===== src/rtl/u_control.sv =====
// Micro-sequencer for a small register/ALU datapath: fetches an instruction over a
// request/ack bus, decodes it and drives register selects and ALU op per cycle.
module u_control #(
  parameter int                                   DATAWIDTH_BUS               = 32,
  parameter int                                   DATAWIDTH_DECODER_SELECTION = 4,
  parameter int                                   DATAWIDTH_ALU_SELECTION     = 4,
  parameter logic [DATAWIDTH_ALU_SELECTION-1:0]   ALU_SEL_PASSA               = 4'b0000,
  parameter logic [DATAWIDTH_ALU_SELECTION-1:0]   ALU_SEL_INCA                = 4'b0001,
  parameter logic [7:0]                           FETCH_TIMEOUT               = 8'd255
) (
  input  logic                                   uCONTROL_CLOCK_50,
  input  logic                                   uCONTROL_RESET_InLow,
  input  logic                                   uCONTROL_start_InHigh,
  input  logic                                   uCONTROL_step_InHigh,
  input  logic [DATAWIDTH_BUS-1:0]               uCONTROL_aluresult_InBUS,
  input  logic                                   uCONTROL_overflow_InLow,
  input  logic                                   uCONTROL_carry_InLow,
  input  logic                                   uCONTROL_negative_InLow,
  input  logic                                   uCONTROL_zero_InLow,
  input  logic                                   uCONTROL_memack_InHigh,
  input  logic [DATAWIDTH_BUS-1:0]               uCONTROL_memdata_InBUS,
  output logic                                   uCONTROL_memreq_OutHigh,
  output logic [DATAWIDTH_BUS-1:0]               uCONTROL_memaddr_OutBUS,
  output logic [DATAWIDTH_DECODER_SELECTION-1:0] uCONTROL_DECODERA_OutBUS,
  output logic [DATAWIDTH_DECODER_SELECTION-1:0] uCONTROL_DECODERB_OutBUS,
  output logic [DATAWIDTH_DECODER_SELECTION-1:0] uCONTROL_DECODERC_OutBUS,
  output logic [DATAWIDTH_ALU_SELECTION-1:0]     uCONTROL_aluselection_OutBUS,
  output logic [3:0]                             uCONTROL_flags_OutBUS,
  output logic                                   uCONTROL_busy_OutHigh,
  output logic                                   uCONTROL_halted_OutHigh,
  output logic                                   uCONTROL_error_OutHigh,
  output logic [15:0]                            uCONTROL_retired_OutBUS
);

  typedef enum logic [2:0] {
    ST_IDLE   = 3'd0,
    ST_FETCH  = 3'd1,
    ST_DECODE = 3'd2,
    ST_EXEC   = 3'd3,
    ST_PCINC  = 3'd4,
    ST_HALT   = 3'd5
  } state_t;

  localparam logic [DATAWIDTH_DECODER_SELECTION-1:0] REG_PC   = DATAWIDTH_DECODER_SELECTION'(4'd5);
  localparam logic [DATAWIDTH_DECODER_SELECTION-1:0] REG_NONE = {DATAWIDTH_DECODER_SELECTION{1'b1}};

  state_t                   state_r;
  state_t                   state_s;
  logic [DATAWIDTH_BUS-1:0] ir_r;
  logic [7:0]               wait_cnt_r;
  logic [3:0]               flags_r;
  logic                     error_r;
  logic [15:0]              retired_r;
  logic                     set_error_s;
  logic                     clr_error_s;
  logic                     fetch_timeout_s;
  logic                     ir_unused_s;
  logic [3:0]               cls_s, op_s, rd_s, rs1_s, rs2_s;

  // rd 15 is a legal "discard" target; 7..14 and sources above IR are not.
  function automatic logic alu_legal(input logic [3:0] rd, input logic [3:0] rs1, input logic [3:0] rs2);
    alu_legal = (rs1 <= 4'd6) && (rs2 <= 4'd6) && !((rd >= 4'd7) && (rd <= 4'd14));
  endfunction

  assign cls_s           = ir_r[31:28];
  assign op_s            = ir_r[27:24];
  assign rd_s            = ir_r[23:20];
  assign rs1_s           = ir_r[19:16];
  assign rs2_s           = ir_r[15:12];
  assign ir_unused_s     = ^ir_r;
  assign fetch_timeout_s = ((wait_cnt_r + 8'd1) == FETCH_TIMEOUT);

  // Next-state logic; an ack in the timeout cycle takes priority.
  always_comb begin
    state_s     = state_r;
    set_error_s = 1'b0;
    clr_error_s = 1'b0;
    case (state_r)
      ST_IDLE: begin
        if (uCONTROL_start_InHigh) state_s = ST_FETCH;
        else                       state_s = ST_IDLE;
      end
      ST_FETCH: begin
        if (uCONTROL_memack_InHigh) begin
          state_s = ST_DECODE;
        end else if (fetch_timeout_s) begin
          state_s     = ST_HALT;
          set_error_s = 1'b1;
        end else begin
          state_s = ST_FETCH;
        end
      end
      ST_DECODE: begin
        case (cls_s)
          4'd0: begin
            if (alu_legal(rd_s, rs1_s, rs2_s)) begin
              state_s = ST_EXEC;
            end else begin
              state_s     = ST_HALT;
              set_error_s = 1'b1;
            end
          end
          4'd1:    state_s = ST_HALT;
          4'd2:    state_s = ST_PCINC;
          default: begin
            state_s     = ST_HALT;
            set_error_s = 1'b1;
          end
        endcase
      end
      ST_EXEC:  state_s = ST_PCINC;
      ST_PCINC: begin
        if (uCONTROL_step_InHigh) state_s = ST_IDLE;
        else                      state_s = ST_FETCH;
      end
      ST_HALT: begin
        if (uCONTROL_start_InHigh) begin
          state_s     = ST_PCINC;
          clr_error_s = 1'b1;
        end else begin
          state_s = ST_HALT;
        end
      end
      default: state_s = ST_IDLE;
    endcase
  end

  // State, instruction latch, fetch wait counter, flags, error and retire count.
  always_ff @(posedge uCONTROL_CLOCK_50 or negedge uCONTROL_RESET_InLow) begin
    if (!uCONTROL_RESET_InLow) begin
      state_r    <= ST_IDLE;
      ir_r       <= '0;
      wait_cnt_r <= 8'd0;
      flags_r    <= 4'd0;
      error_r    <= 1'b0;
      retired_r  <= 16'd0;
    end else begin
      state_r <= state_s;
      if ((state_r == ST_FETCH) && uCONTROL_memack_InHigh) begin
        ir_r <= uCONTROL_memdata_InBUS;
      end
      if ((state_r != ST_FETCH) && (state_s == ST_FETCH)) begin
        wait_cnt_r <= 8'd0;
      end else if (state_r == ST_FETCH) begin
        wait_cnt_r <= wait_cnt_r + 8'd1;
      end
      if (state_r == ST_EXEC) begin
        flags_r <= ~{uCONTROL_negative_InLow, uCONTROL_zero_InLow,
                     uCONTROL_overflow_InLow, uCONTROL_carry_InLow};
      end
      if (set_error_s) begin
        error_r <= 1'b1;
      end else if (clr_error_s) begin
        error_r <= 1'b0;
      end
      if (state_r == ST_PCINC) begin
        retired_r <= retired_r + 16'd1;
      end
    end
  end

  // Datapath selects are pure decodes of the state and latched instruction.
  always_comb begin
    uCONTROL_DECODERA_OutBUS     = REG_NONE;
    uCONTROL_DECODERB_OutBUS     = REG_NONE;
    uCONTROL_DECODERC_OutBUS     = REG_NONE;
    uCONTROL_aluselection_OutBUS = ALU_SEL_PASSA;
    case (state_r)
      ST_FETCH: uCONTROL_DECODERA_OutBUS = REG_PC;
      ST_EXEC: begin
        uCONTROL_DECODERA_OutBUS     = DATAWIDTH_DECODER_SELECTION'(rs1_s);
        uCONTROL_DECODERB_OutBUS     = DATAWIDTH_DECODER_SELECTION'(rs2_s);
        uCONTROL_DECODERC_OutBUS     = DATAWIDTH_DECODER_SELECTION'(rd_s);
        uCONTROL_aluselection_OutBUS = DATAWIDTH_ALU_SELECTION'(op_s);
      end
      ST_PCINC: begin
        uCONTROL_DECODERA_OutBUS     = REG_PC;
        uCONTROL_DECODERC_OutBUS     = REG_PC;
        uCONTROL_aluselection_OutBUS = ALU_SEL_INCA;
      end
      default: uCONTROL_DECODERA_OutBUS = REG_NONE;
    endcase
  end

  assign uCONTROL_memaddr_OutBUS = uCONTROL_aluresult_InBUS;
  assign uCONTROL_memreq_OutHigh = (state_r == ST_FETCH);
  assign uCONTROL_busy_OutHigh   = (state_r == ST_FETCH) || (state_r == ST_DECODE) ||
                                   (state_r == ST_EXEC)  || (state_r == ST_PCINC);
  assign uCONTROL_halted_OutHigh = (state_r == ST_HALT);
  assign uCONTROL_error_OutHigh  = error_r;
  assign uCONTROL_flags_OutBUS   = flags_r;
  assign uCONTROL_retired_OutBUS = retired_r;

endmodule

===== config.mk =====
export PLATFORM = sky130hd
export DESIGN_NAME = u_control
export DESIGN_NICKNAME = d
export VERILOG_FILES = /design/src/rtl/u_control.sv
export SDC_FILE = /design/constraint.sdc
export NUM_CORES = 1
export LEC_CHECK = 0
export ABC_CLOCK_PERIOD_IN_PS = 2050
export BUFFER_PORTS_ARGS = -buffer_cell sky130_fd_sc_hd__clkbuf_2
export CAP_MARGIN = 20
export CORE_ASPECT_RATIO = 0.75
export CORE_MARGIN = 3
export CORE_UTILIZATION = 41
export CTS_BUF_LIST = sky130_fd_sc_hd__clkbuf_16
export DETAILED_ROUTE_END_ITERATION = 10
export GPL_ROUTABILITY_DRIVEN = 0
export PLACE_DENSITY = 0.83
export SLEW_MARGIN = 20
export SYNTH_ARGS = -nofsm -noshare
export SYNTH_HDL_FRONTEND = slang
export SYNTH_SLANG_ARGS = --single-unit

===== constraint.sdc =====
create_clock -name uCONTROL_CLOCK_50 -period 2.05 [get_ports uCONTROL_CLOCK_50]
set_input_delay 0.1025 -clock uCONTROL_CLOCK_50 [delete_from_list [all_inputs] [get_ports uCONTROL_CLOCK_50]]
set_output_delay 0.1025 -clock uCONTROL_CLOCK_50 [all_outputs]
set_load 0.02 [all_outputs]

# [Yosys cells after proc, flatten, opt, wreduce, memory -nomap -nowiden]
# Cells that the tools add are included.
[word_totals] reg_bits=64 in_bits=73 word_cells=61
[classes] add_sub_neg=2 magnitude_cmp=4 eq_ne=10 mux=23 bitwise=1 n_reduce_logical=15
[op_table] op="$pmux 4 s2" n=3
[op_table] op="$pmux 3 s6" n=1
[op_table] op="$add 16x1->16 const B" n=1
[op_table] op="$mux 8" n=2
[op_table] op="$mux 1" n=10
[op_table] op="$mux 3" n=3
[op_table] op="$add 8x1->8 const B" n=1
[op_table] op="$eq 8x8->1 const B" n=1
[op_table] op="$le 4x3->1 const B" n=2
[op_table] op="$eq 3x1->1 const B" n=2
[op_table] op="$eq 3x2->1 const B" n=2
[op_table] op="$eq 3x3->1 const B" n=2
[op_table] op="$pmux 3 s2" n=1
[op_table] op="$logic_and 1x1->1" n=5
[op_table] op="$eq 4x1->1 const B" n=1
[op_table] op="$eq 4x2->1 const B" n=1
[op_table] op="$ge 4x3->1 const B" n=1
[op_table] op="$le 4x4->1 const B" n=1
[op_table] op="$logic_not 4->1" n=1
[op_table] op="$mux 4" n=1
[op_table] op="$not 4->4" n=1
[op_table] op="$pmux 1 s2" n=2
[op_table] op="$reduce_bool 2->1" n=2
[op_table] op="$reduce_or 2->1" n=2
[op_table] op="other kinds (4)" n=6

# [Depth between registers and ports, before layout]
# Gate-level depths: netlist of run 1.
[depth] word_depth=10 mapped_depth=9

# [Worst setup path before layout of run 1]
# Ideal clock, no wire load.
[synth_timing] path_kind="reg2reg" start="register ir_r[28]" end="register wait_cnt_r[1]" setup_time_ns=0.137 arrival_ns=1.771 required_time_ns=1.913 setup_slack_ns=0.142 path_stages_with_launch=7 synth_period_minus_slack_ns=1.908 cell_sequence="dfrtp_1 > or3_4 > nor4_4 > nand4_2 > o211a_1 > nor4_4 > a21oi_1"
[synth_via] elab_chain_len=6
[synth_rtl] item="start: declaration" line_no="49" source="logic [DATAWIDTH_BUS-1:0] ir_r;"
[synth_rtl] item="start signal: assignment" line_no="140" source="ir_r <= uCONTROL_memdata_InBUS;"
[synth_rtl] item="$eq 4x2->1 or $logic_not 4->1 (tied branches)" line_no="94" source="case (cls_s)"
[synth_rtl] item="$pmux 3 s2 *" line_no="94"
[synth_rtl] item="$pmux 3 s6 *" line_no="78" source="case (state_r)"
[synth_rtl] item="$eq 3x1->1 *" line_no="142" source="if ((state_r != ST_FETCH) && (state_s == ST_FETCH)) begin"
[synth_rtl] item="$logic_and 1x1->1 *" line_no="142"
[synth_rtl] item="$mux 8 or $reduce_bool 2->1 (tied branches)"
[synth_rtl] item="end signal: assignment" line_no="145" source="wait_cnt_r <= wait_cnt_r + 8'd1;"
[synth_rtl] item="end: declaration" line_no="50" source="logic [7:0] wait_cnt_r;"
# Every way passes the cells marked *; elsewhere a longest branch is shown, timed or not.
# A chain may end at the register's enable or synchronous reset.

# [Worst setup path after layout of run 1]
[layout_timing] start="register wait_cnt_r[1]" end="register wait_cnt_r[5]"
[layout_via] elab_chain_len=8
[layout_rtl] item="$add 8x1->8 *" line_no="71, 145"
[layout_rtl] item="$eq 8x8->1" line_no="71" source="assign fetch_timeout_s = ((wait_cnt_r + 8'd1) == FETCH_TIMEOUT);"
[layout_rtl] item="$mux 3" line_no="86" source="end else if (fetch_timeout_s) begin"
[layout_rtl] item="$mux 3" line_no="84" source="if (uCONTROL_memack_InHigh) begin"
[layout_rtl] item="$pmux 3 s6" line_no="78"
[layout_rtl] item="$eq 3x1->1" line_no="142"
[layout_rtl] item="$logic_and 1x1->1" line_no="142"
[layout_rtl] item="$mux 8 or $reduce_bool 2->1 (tied branches)"
# Every way passes the cells marked *; elsewhere a longest branch is shown, timed or not. The select of a mux whose other input is x is not followed.

==> results of run 1 <==
[cells by family (layout without fill, tap and decap cells)]
| logic type | count (synthesis) | count (layout) | share of synthesized area [%] |
|---|---|---|---|
| fa+ha+maj | 3 | 3 | 1.36 |
| buf+inv | 47 | 107 | 10.9 |
| compound gates | 28 | 28 | 6.54 |
| flops | 52 | 52 | 47.3 |
| mux | 6 | 6 | 2.41 |
| simple gates | 127 | 127 | 23.6 |
| xor+xnor | 25 | 25 | 7.95 |
[critical path, cell delays in order (launching register included)]
cell and delay [ns]:
dfrtp_1 0.39, ha_1 0.23, a21o_1 0.16, a21oi_1 0.18, a41oi_2 0.06, a2111oi_2 0.32, buf_4 0.20, nor4_4 0.05
buf_4 0.16, a21oi_1 0.16
[layout by cell type (no fill, tap or decap), types with 5 or more instances in the layout]
cell           synthesis  layout
dfrtp_1               52      49
nand3_1                9       9
clkbuf_16              0       5
xnor2_1               17      17
mux2_1                 5       5
a21oi_1               11      11
and3_1                 6       6
nand2_1               67      67
nor2_1                11      11
o21ai_1                6       6
clkbuf_2               0      68
or2_2                  8       8
xor2_1                 8       8
dlygate4sd3_1          0      10
buf_4                 32      15
[routing by layer]
layer  vias up  wire length, um  track usage [%]
met5         -                0                0
met4         0               39             4.17
met3         4              348             5.64
met2        55             3060             26.4
met1      1007             2550             20.7
li1       1040                -                -
[power groups by stage]
stage / combinational [mW] / clock, mW / sequential (mW)
final: 1.77 / 0.798 / 1.68
after global routing: 1.96 / 0.867 / 1.73
after CTS: 1.77 / 0.826 / 1.67
after detailed placement: 1.70 / 0 / 1.69
after global placement: 1.66 / 0 / 1.66
after floorplan: 1.15 / 0 / 1.72
[synthesized netlist by cell type (2+ instances only)]
master,number,area [sq um]
dfrtp_1,52,1300
nor3_1,3,15.0
buf_4,32,240
and2_1,3,18.8
inv_2,3,11.3
xnor2_1,17,149
clkbuf_1,6,22.5
nand4_1,4,25.0
nand2_1,67,251
inv_1,3,11.3
and4_1,3,26.3
ha_1,3,37.5
or2_2,8,50.1
nor2_1,11,41.3
nor4_4,2,42.5
buf_2,3,15.0
a21oi_1,11,55.1
mux2_1,5,56.3
and3_1,6,37.5
xor2_1,8,70.1
nor2b_1,2,12.5
nand3_1,9,45.0
o21ai_1,6,30.0
[worst min-delay path by stage]
stage	from	slack [ns]	end
6_report	uCONTROL_memdata_InBUS[18]	0.003	ir_r[18]
5_1_grt	uCONTROL_memdata_InBUS[19]	0.005	ir_r[19]
4_1_cts	uCONTROL_memdata_InBUS[18]	0.002	ir_r[18]
3_5_place_dp	uCONTROL_aluresult_InBUS[0]	0.21	uCONTROL_memaddr_OutBUS[0]
3_3_place_gp	uCONTROL_aluresult_InBUS[0]	0.21	uCONTROL_memaddr_OutBUS[0]
2_1_floorplan	uCONTROL_RESET_InLow	-0.19	ir_r[12]
[area by class of cell]
cell class	instances	area, sq um
flip-flops and latches	52	1310
multi-input cells	189	1160
inverters	6	22.5
fillers	560	3130
well taps	81	101
clock buffers	5	125
repair buffers	93	553
clock inverters	3	15.0
[state kept, by name (all words and copies together), names as in the netlist]
register / cells
ir_r: 20
uCONTROL_retired_OutBUS: 16
wait_cnt_r: 8
uCONTROL_flags_OutBUS: 4
state_r: 3
uCONTROL_error_OutHigh: 1
[stage by stage]
step / hold slack (ns) / setup slack (ns)
detailed placement: 0.205 / -0.0232
global placement: 0.205 / 0.0539
global route: 0.00524 / -0.0394
finish: 0.00275 / 0.0662
floorplan: -0.193 / 0.142
CTS: 0.00170 / 0.0169
[what timing repair did]
item	4_1_cts	5_1_grt
setup endpoints to repair	8	16
gates resized for setup	0	6
setup buffers	2	0
endpoints found under the hold margin	61	0
hold buffers	10	0
pin swaps	1	2
==> impl_metrics.py, run 1 <==
metrics = {
    "global_routing": {
        "grt_max_degree": 53,
        "grt_usage_pct": 16.3,
        "grt-ovfl-total": 0,
        "grt_pass1_vias": 2073,
        "antenna_found_initial": 0,
        "grt_pass1_wl_um": 9980,
    },
    "power_and_ir_drop": {
        "comb_power_share_pct": 41.6,
        "p_clk_share_pct": 18.8,
        "power_density_nw_per_um2": 1290,
        "ir_drop_uv": 433,
        "swShare_pct": 40.4,
        "switchingPower_mw": 1.72,
        "finalPower_mw": 4.25,
        "p_seq_share_pct": 39.6,
        "p_leak_nw": 1.63,
        "intPower_mw": 2.53,
    },
    "die": {
        "fp.coreArea_sq_um": 6410,
        "ios": 145,
        "initial_utilization_pct": 42.9,
        "dieWidth_um": 101,
        "dieArea_sq_um": 7750,
        "rows": 25,
        "die_y_um": 77.0,
    },
    "yosys": {
        "synthFlopType": "dfrtp_1",
        "synthArstFlopShare_pct": 100,
        "ys_seq_elements": 52,
        "ys_seq_area_share_pct": 47.3,
        "synthCells": 288,
        "syn_nets": 364,
        "yosys_warnings": 0,
        "synth-edff-count": 0,
        "synth_cell_type_count": 44,
        "synth_area_sq_um": 2750,
        "synth_area_per_cell_sq_um": 9.56,
    },
    "critical_path": {
        "worstSetupStartpoint": "wait_cnt_r[1]",
        "arrival_ns": 2.19,
        "r2r-end": "wait_cnt_r[5]",
        "timing_worst_setup_path_type": "flop to flop",
        "endpoint": "wait_cnt_r[5]",
        "timing.rr.start": "wait_cnt_r[1]",
        "crit_fanout": 6,
        "reg2reg_depth": 9,
        "worst-endpoint-required_ns": 2.26,
        "r2r_slack_ns": 0.07,
        "cp-start-kind": "flop",
        "crit_path_end_kind": "flop",
    },
    "routing": {
        "vias_per_cell": 4.91,
        "wl_um": 6000,
        "ant_nets": 0,
        "drc": 0,
        "drtIter0Drc": 125,
        "routedWlPerCell_um": 14.0,
        "dr.pass1.iters": 4,
        "routed-via-count": 2106,
    },
    "timing": {
        "grt_setup_unrepaired": "true",
        "timing.setup.tns_ns": 0,
        "relSlewSlack_pct": 56.8,
        "worst_pin_slew_ns": 0.649,
        "skew_ns": 0.00831,
        "slew_viol_final": 0,
        "final.min_clock_period_ns": 1.98,
        "fmax_ghz": 0.504,
        "period_share_pct": 96.8,
        "setup_viol_count_final": 0,
        "finalHoldViolCount": 0,
    },
    "finish": {
        "final_area_sq_um": 3280,
        "final_core_util_pct": 51.2,
        "area_delta_synth_final_pct": 19.3,
        "final_cells": 429,
        "nets": 423,
        "layout-drive-gt1-share_pct": 32.2,
        "antennaDiodeCount": 0,
    },
    "clocking": {
        "cts_root_buf": "clkbuf_16",
        "cts_tree": "done",
        "h-tree-depth": 2,
        "clk_latency_ns": 0.29,
        "clock-sinks": 52,
        "clk_pin_slew_worst_paths_ns": 0.07,
        "clk_path_buf_depth": 2,
        "numCtsBuffers": 5,
    },
    "worst_hold_path": {
        "hp-class": "primary input to flop",
        "min_path_cells": 3,
    },
    "placement": {
        "hpwl_um": 4370,
        "dp.cells": 409,
        "postPlaceCellArea_sq_um": 3020,
        "numPortBuffers": 68,
    },
    "flow_run": {
        "cap_violations": 0,
    },
    "run_status": {
        "status": "complete, no violations",
    },
}
No activity file was read; power rests on OpenSTA's default activity.
==> inputs of run 2 (changes only) <==
CELL_PAD_IN_SITES_DETAIL_PLACEMENT = 1   (was default)
CELL_PAD_IN_SITES_GLOBAL_PLACEMENT = 2   (was default)
CORE_UTILIZATION = 23   (was 41)
==> impl_metrics.py, run 2 (synthesis gave the netlist of run 1 again) <==
metrics = {
    "finish": {
        "fillers": 1343,
        "largest_register_ffs": 20,
        "final_common_cell": "clkbuf_2",
        "regMostFlops": "ir_r",
        "antennaDiodeCount": 0,
        "final_area_sq_um": 3510,
        "final-seq-area_sq_um": 1300,
        "layout-drive-gt1-share_pct": 33.3,
        "final_core_util_pct": 31.0,
        "nets": 426,
        "most-common-layout-cells": "clkbuf_2 (68), nand2_1 (66), dfrtp_1 (51)",
        "multi_input_area_sq_um": 1180,
        "area_delta_synth_final_pct": 27.4,
    },
    "global_routing": {
        "grt_max_degree": 53,
        "grt-ovfl-total": 0,
        "grt_pass1_wl_um": 12100,
        "antenna_found_initial": 0,
        "grt_usage_pct": 11.2,
        "grt_pass1_vias": 2364,
    },
    "critical_path": {
        "cp-start-kind": "flop",
        "crit_path_end_kind": "flop",
        "worst-endpoint-required_ns": 2.26,
        "crit_fanout": 8,
        "timing.rr.start": "wait_cnt_r[0]",
        "reg2reg_depth": 9,
        "r2r-end": "wait_cnt_r[6]",
        "arrival_ns": 2.20,
        "r2r_slack_ns": 0.06,
        "timing_worst_setup_path_type": "flop to flop",
    },
    "flow_run": {
        "cap_violations": 0,
    },
    "timing": {
        "worst_pin_slew_ns": 0.385,
        "slew_viol_final": 0,
        "timing.setup.tns_ns": 0,
        "setup_viol_count_final": 0,
        "period_share_pct": 97.0,
        "fmax_ghz": 0.503,
        "finalHoldViolCount": 0,
        "skew_ns": 0.00490,
        "final.min_clock_period_ns": 1.99,
        "relSlewSlack_pct": 74.3,
    },
    "clocking": {
        "cts_root_buf": "clkbuf_16",
        "clock-sinks": 52,
        "h-tree-depth": 2,
        "clk_pin_slew_worst_paths_ns": 0.07,
        "numCtsBuffers": 5,
        "cts_tree": "done",
        "clk_path_buf_depth": 2,
        "clk_latency_ns": 0.29,
    },
    "power_and_ir_drop": {
        "p_seq_share_pct": 35.4,
        "power_density_nw_per_um2": 1350,
        "p_clk_share_pct": 25.1,
        "p_leak_nw": 1.68,
        "switchingPower_mw": 1.81,
        "comb_power_share_pct": 39.5,
        "finalPower_mw": 4.75,
        "intPower_mw": 2.94,
        "ir_drop_uv": 379,
        "swShare_pct": 38.2,
    },
    "die": {
        "rows": 33,
        "dieWidth_um": 132,
        "die_y_um": 101,
        "dieArea_sq_um": 13300,
        "fp.coreArea_sq_um": 11300,
        "initial_utilization_pct": 24.3,
        "ios": 145,
    },
    "routing": {
        "ant_nets": 0,
        "dr.pass1.iters": 4,
        "routed-via-count": 2187,
        "drtIter0Drc": 74,
        "vias_per_cell": 4.31,
        "wl_um": 7360,
        "drc": 0,
        "routedWlPerCell_um": 14.5,
    },
    "worst_hold_path": {
        "min_path_cells": 3,
        "hp-class": "primary input to flop",
        "hp-start": "uCONTROL_memdata_InBUS[22]",
        "worstHoldEndpoint": "ir_r[22]",
    },
    "run_status": {
        "status": "complete, no violations",
    },
    "placement": {
        "postPlaceCellArea_sq_um": 3150,
        "numPortBuffers": 68,
        "hpwl_um": 5310,
    },
}
[run 2: changes by cell type in the layout (fill, tap and decap cells not counted), moves of 2 or more]
cell / change
bufinv_16: +3
buf_4: +2
dfrtp_1: +2
dfrtp_2: -2
[run 2: final cells by class]
| type | count | share of cell area, % |
|---|---|---|
| well taps | 157 | 5.60 |
| repair buffers | 96 | 16.8 |
| flip-flops and latches | 52 | 37.1 |
| multi-input cells | 189 | 33.7 |
| clock buffers | 5 | 3.57 |
| clock inverters | 3 | 2.57 |
| inverters | 6 | 0.642 |
[run 2: layer usage]
metal | share of wire (%) | vias to the layer above | track usage (%)
met1 | 46 | 1070 | 14.2
li1 | - | 1046 | -
met3 | 4.4 | 16 | 3.04
met5 | 0 | - | 0
met4 | 1.4 | 0 | 2.96
met2 | 49 | 55 | 18.9
[run 2: repair_timing]
item / in CTS / in global routing
pin swaps: 1 / 3
gates resized for setup: 0 / 7
endpoints found under the setup margin: 2 / 18
hold buffers: 9 / 0
setup buffers: 1 / 2
hold endpoints to repair: 60 / 0
[run 2: worst max-delay path, cell delays in order, from the launching register on]
cell and delay, ns:
dfrtp_1 0.38, ha_1 0.24, a21o_1 0.17, a21oi_1 0.20
a41oi_2 0.08, a2111oi_4 0.32, buf_4 0.19, nor4_4 0.05
buf_6 0.14, a21oi_1 0.15
[run 2: power by group through the flow]
stage | combinational [mW] | sequential (mW) | clock, mW
after floorplan | 1.15 | 1.72 | 0
after global placement | 1.77 | 1.67 | 0
after detailed placement | 1.82 | 1.70 | 0
after CTS | 1.86 | 1.68 | 1.24
after global routing | 2.09 | 1.73 | 1.28
final | 1.88 | 1.68 | 1.19
[run 2: through the flow]
stage          setup WS, ns  hold WS [ns]  instances
2_1_floorplan         0.142        -0.193        288
3_3_place_gp          0.106         0.121        488
3_5_place_dp         0.0185         0.129        488
4_1_cts             0.00190      0.000725        506
5_1_grt            -0.00648        0.0188        508
6_report             0.0611       0.00911        508
[run 2: worst max path at each step]
stage / cells past startpoint / endpoint / from / slack, ns
floorplan: 6 / wait_cnt_r[1] / ir_r[28] / 0.14
global placement: 9 / wait_cnt_r[1] / wait_cnt_r[0] / 0.11
detailed placement: 9 / wait_cnt_r[6] / wait_cnt_r[0] / 0.02
CTS: 9 / wait_cnt_r[6] / wait_cnt_r[0] / 0.002
global route: 9 / wait_cnt_r[7] / wait_cnt_r[0] / -0.006
finish: 9 / wait_cnt_r[6] / wait_cnt_r[0] / 0.06
==> inputs of run 3 (changes only) <==
SETUP_SLACK_MARGIN = 0.15   (was default)
==> impl_metrics.py, run 3 (synthesis gave the netlist of run 1 again) <==
metrics = {
    "finish": {
        "regMostFlops": "ir_r",
        "final-seq-area_sq_um": 1300,
        "multi_input_area_sq_um": 1220,
        "final_core_util_pct": 31.6,
        "fillers": 1327,
        "final_common_cell": "clkbuf_2",
        "nets": 429,
        "largest_register_ffs": 20,
        "area_delta_synth_final_pct": 29.9,
        "antennaDiodeCount": 0,
        "layout-drive-gt1-share_pct": 36.4,
        "most-common-layout-cells": "clkbuf_2 (67), nand2_1 (65), dfrtp_1 (50)",
    },
    "critical_path": {
        "r2r_slack_ns": 0.15,
        "reg2reg_depth": 7,
        "max_stage_delay_ns": 0.40,
        "crit_fanout": 8,
        "worstSetupStartpoint": "ir_r[31]",
        "critPathSlowestCell": "dfrtp_1",
        "crit_path_frequent_cell": "nor4_4",
        "cp-start-kind": "flop",
        "arrival_ns": 2.07,
        "cp_cell_sequence": "or3_4, nor4_4, nand4_2, o211a_1, nor4_4, buf_6, a21oi_1",
        "worst-endpoint-required_ns": 2.22,
        "crit_path_end_kind": "flop",
        "r2r-end": "wait_cnt_r[5]",
        "timing.rr.start": "ir_r[31]",
        "timing_worst_setup_path_type": "flop to flop",
    },
    "timing": {
        "grt_setup_unrepaired": "true",
        "timing.setup.tns_ns": 0,
        "final.min_clock_period_ns": 1.90,
        "skew_ns": 0.00573,
        "finalHoldViolCount": 0,
        "worst_pin_slew_ns": 0.612,
        "fmax_ghz": 0.526,
        "relSlewSlack_pct": 59.2,
        "slew_viol_final": 0,
        "period_share_pct": 92.8,
        "setup_viol_count_final": 0,
    },
    "die": {
        "initial_utilization_pct": 24.3,
        "ios": 145,
        "dieWidth_um": 132,
        "fp.coreArea_sq_um": 11300,
        "die_y_um": 101,
        "dieArea_sq_um": 13300,
        "rows": 33,
    },
    "routing": {
        "routed-via-count": 2210,
        "wl_um": 7170,
        "drc": 0,
        "routedWlPerCell_um": 14.0,
        "ant_nets": 0,
        "vias_per_cell": 4.32,
        "drtIter0Drc": 86,
        "dr.pass1.iters": 4,
    },
    "global_routing": {
        "grt_usage_pct": 10.9,
        "grt-ovfl-total": 0,
        "grt_max_degree": 31,
        "antenna_found_initial": 0,
        "grt_pass1_vias": 2405,
        "grt_pass1_wl_um": 11800,
    },
    "power_and_ir_drop": {
        "p_leak_nw": 1.70,
        "finalPower_mw": 4.85,
        "power_density_nw_per_um2": 1360,
        "ir_drop_uv": 436,
    },
    "worst_hold_path": {
        "hp-class": "primary input to flop",
        "hp-start": "uCONTROL_memdata_InBUS[16]",
        "min_path_cells": 3,
        "worstHoldEndpoint": "ir_r[16]",
    },
    "run_status": {
        "status": "complete, no violations",
    },
    "clocking": {
        "clk_pin_slew_worst_paths_ns": 0.07,
        "cts_root_buf": "clkbuf_16",
        "clk_path_buf_depth": 2,
        "cts_tree": "done",
        "clk_latency_ns": 0.29,
        "clock-sinks": 52,
        "h-tree-depth": 2,
        "numCtsBuffers": 5,
    },
    "placement": {
        "numPortBuffers": 68,
        "hpwl_um": 5330,
    },
    "flow_run": {
        "cap_violations": 0,
    },
}
-- run 3: changes by cell type in the layout (fill, tap and decap cells not counted), moves of 2 or more --
| cell | before | now |
|---|---|---|
| a21oi_1 | 10 | 7 |
| a21oi_2 | 1 | 4 |
| and2_1 | 3 | 1 |
| and2_2 | 0 | 2 |
| buf_4 | 17 | 20 |
-- run 3: repair_timing --
action	4_1_cts	5_1_grt
pin swaps	3	1
endpoints found under the setup margin	20	28
hold buffers	9	0
hold endpoints to repair	30	0
resized for setup	5	15
setup buffers	4	1
-- run 3: worst max path at each step --
stage,endpoint,slack (ns),cells after the start
detailed placement,wait_cnt_r[4],0.01,8
global placement,wait_cnt_r[1],0.07,8
floorplan,wait_cnt_r[1],0.17,7
finish,wait_cnt_r[5],0.15,7
CTS,ir_r[27],0.14,6
global route,wait_cnt_r[5],0.01,8
-- run 3: report_power, final --
part | internal (mW) | switching (mW)
clock network | 0.823 | 0.378
registers | 1.37 | 0.289
logic | 0.809 | 1.19
-- run 3: layout make-up --
| cell class | count | share of cell area (%) |
|---|---|---|
| Sequential cell | 52 | 36.4 |
| Multi-Input combinational cell | 189 | 34.1 |
| Timing Repair Buffer | 99 | 17.3 |
| Tap cell | 157 | 5.49 |
| Clock buffer | 5 | 3.50 |
| Clock inverter | 3 | 2.52 |
| Inverter | 6 | 0.630 |
-- run 3: metrics by stage --
stage	area (sq um)	setup slack, ns	cells	hold WS, ns
2_1_floorplan	2760	0.167	288	-0.193
3_3_place_gp	3160	0.0741	489	0.136
3_5_place_dp	3160	0.0133	489	0.142
4_1_cts	3520	0.144	510	0.000699
5_1_grt	3580	0.0132	511	0.0142
6_report	3580	0.149	511	0.00422
-- run 3: worst max-delay path, delay by kind of cell (launching register included) --
family | cells | cell delay, ns
AOI/OAI and AO/OA | 2 | 0.35
buffers and inverters | 1 | 0.18
DFF | 1 | 0.40
and+or+nand+nor | 4 | 0.86
-- run 3: layer usage --
metal | global-route usage (%) | routed length [um]
met1 | 14.4 | 3410
met2 | 18.3 | 3390
met3 | 3.19 | 324
met4 | 1.76 | 44
met5 | 0 | 0
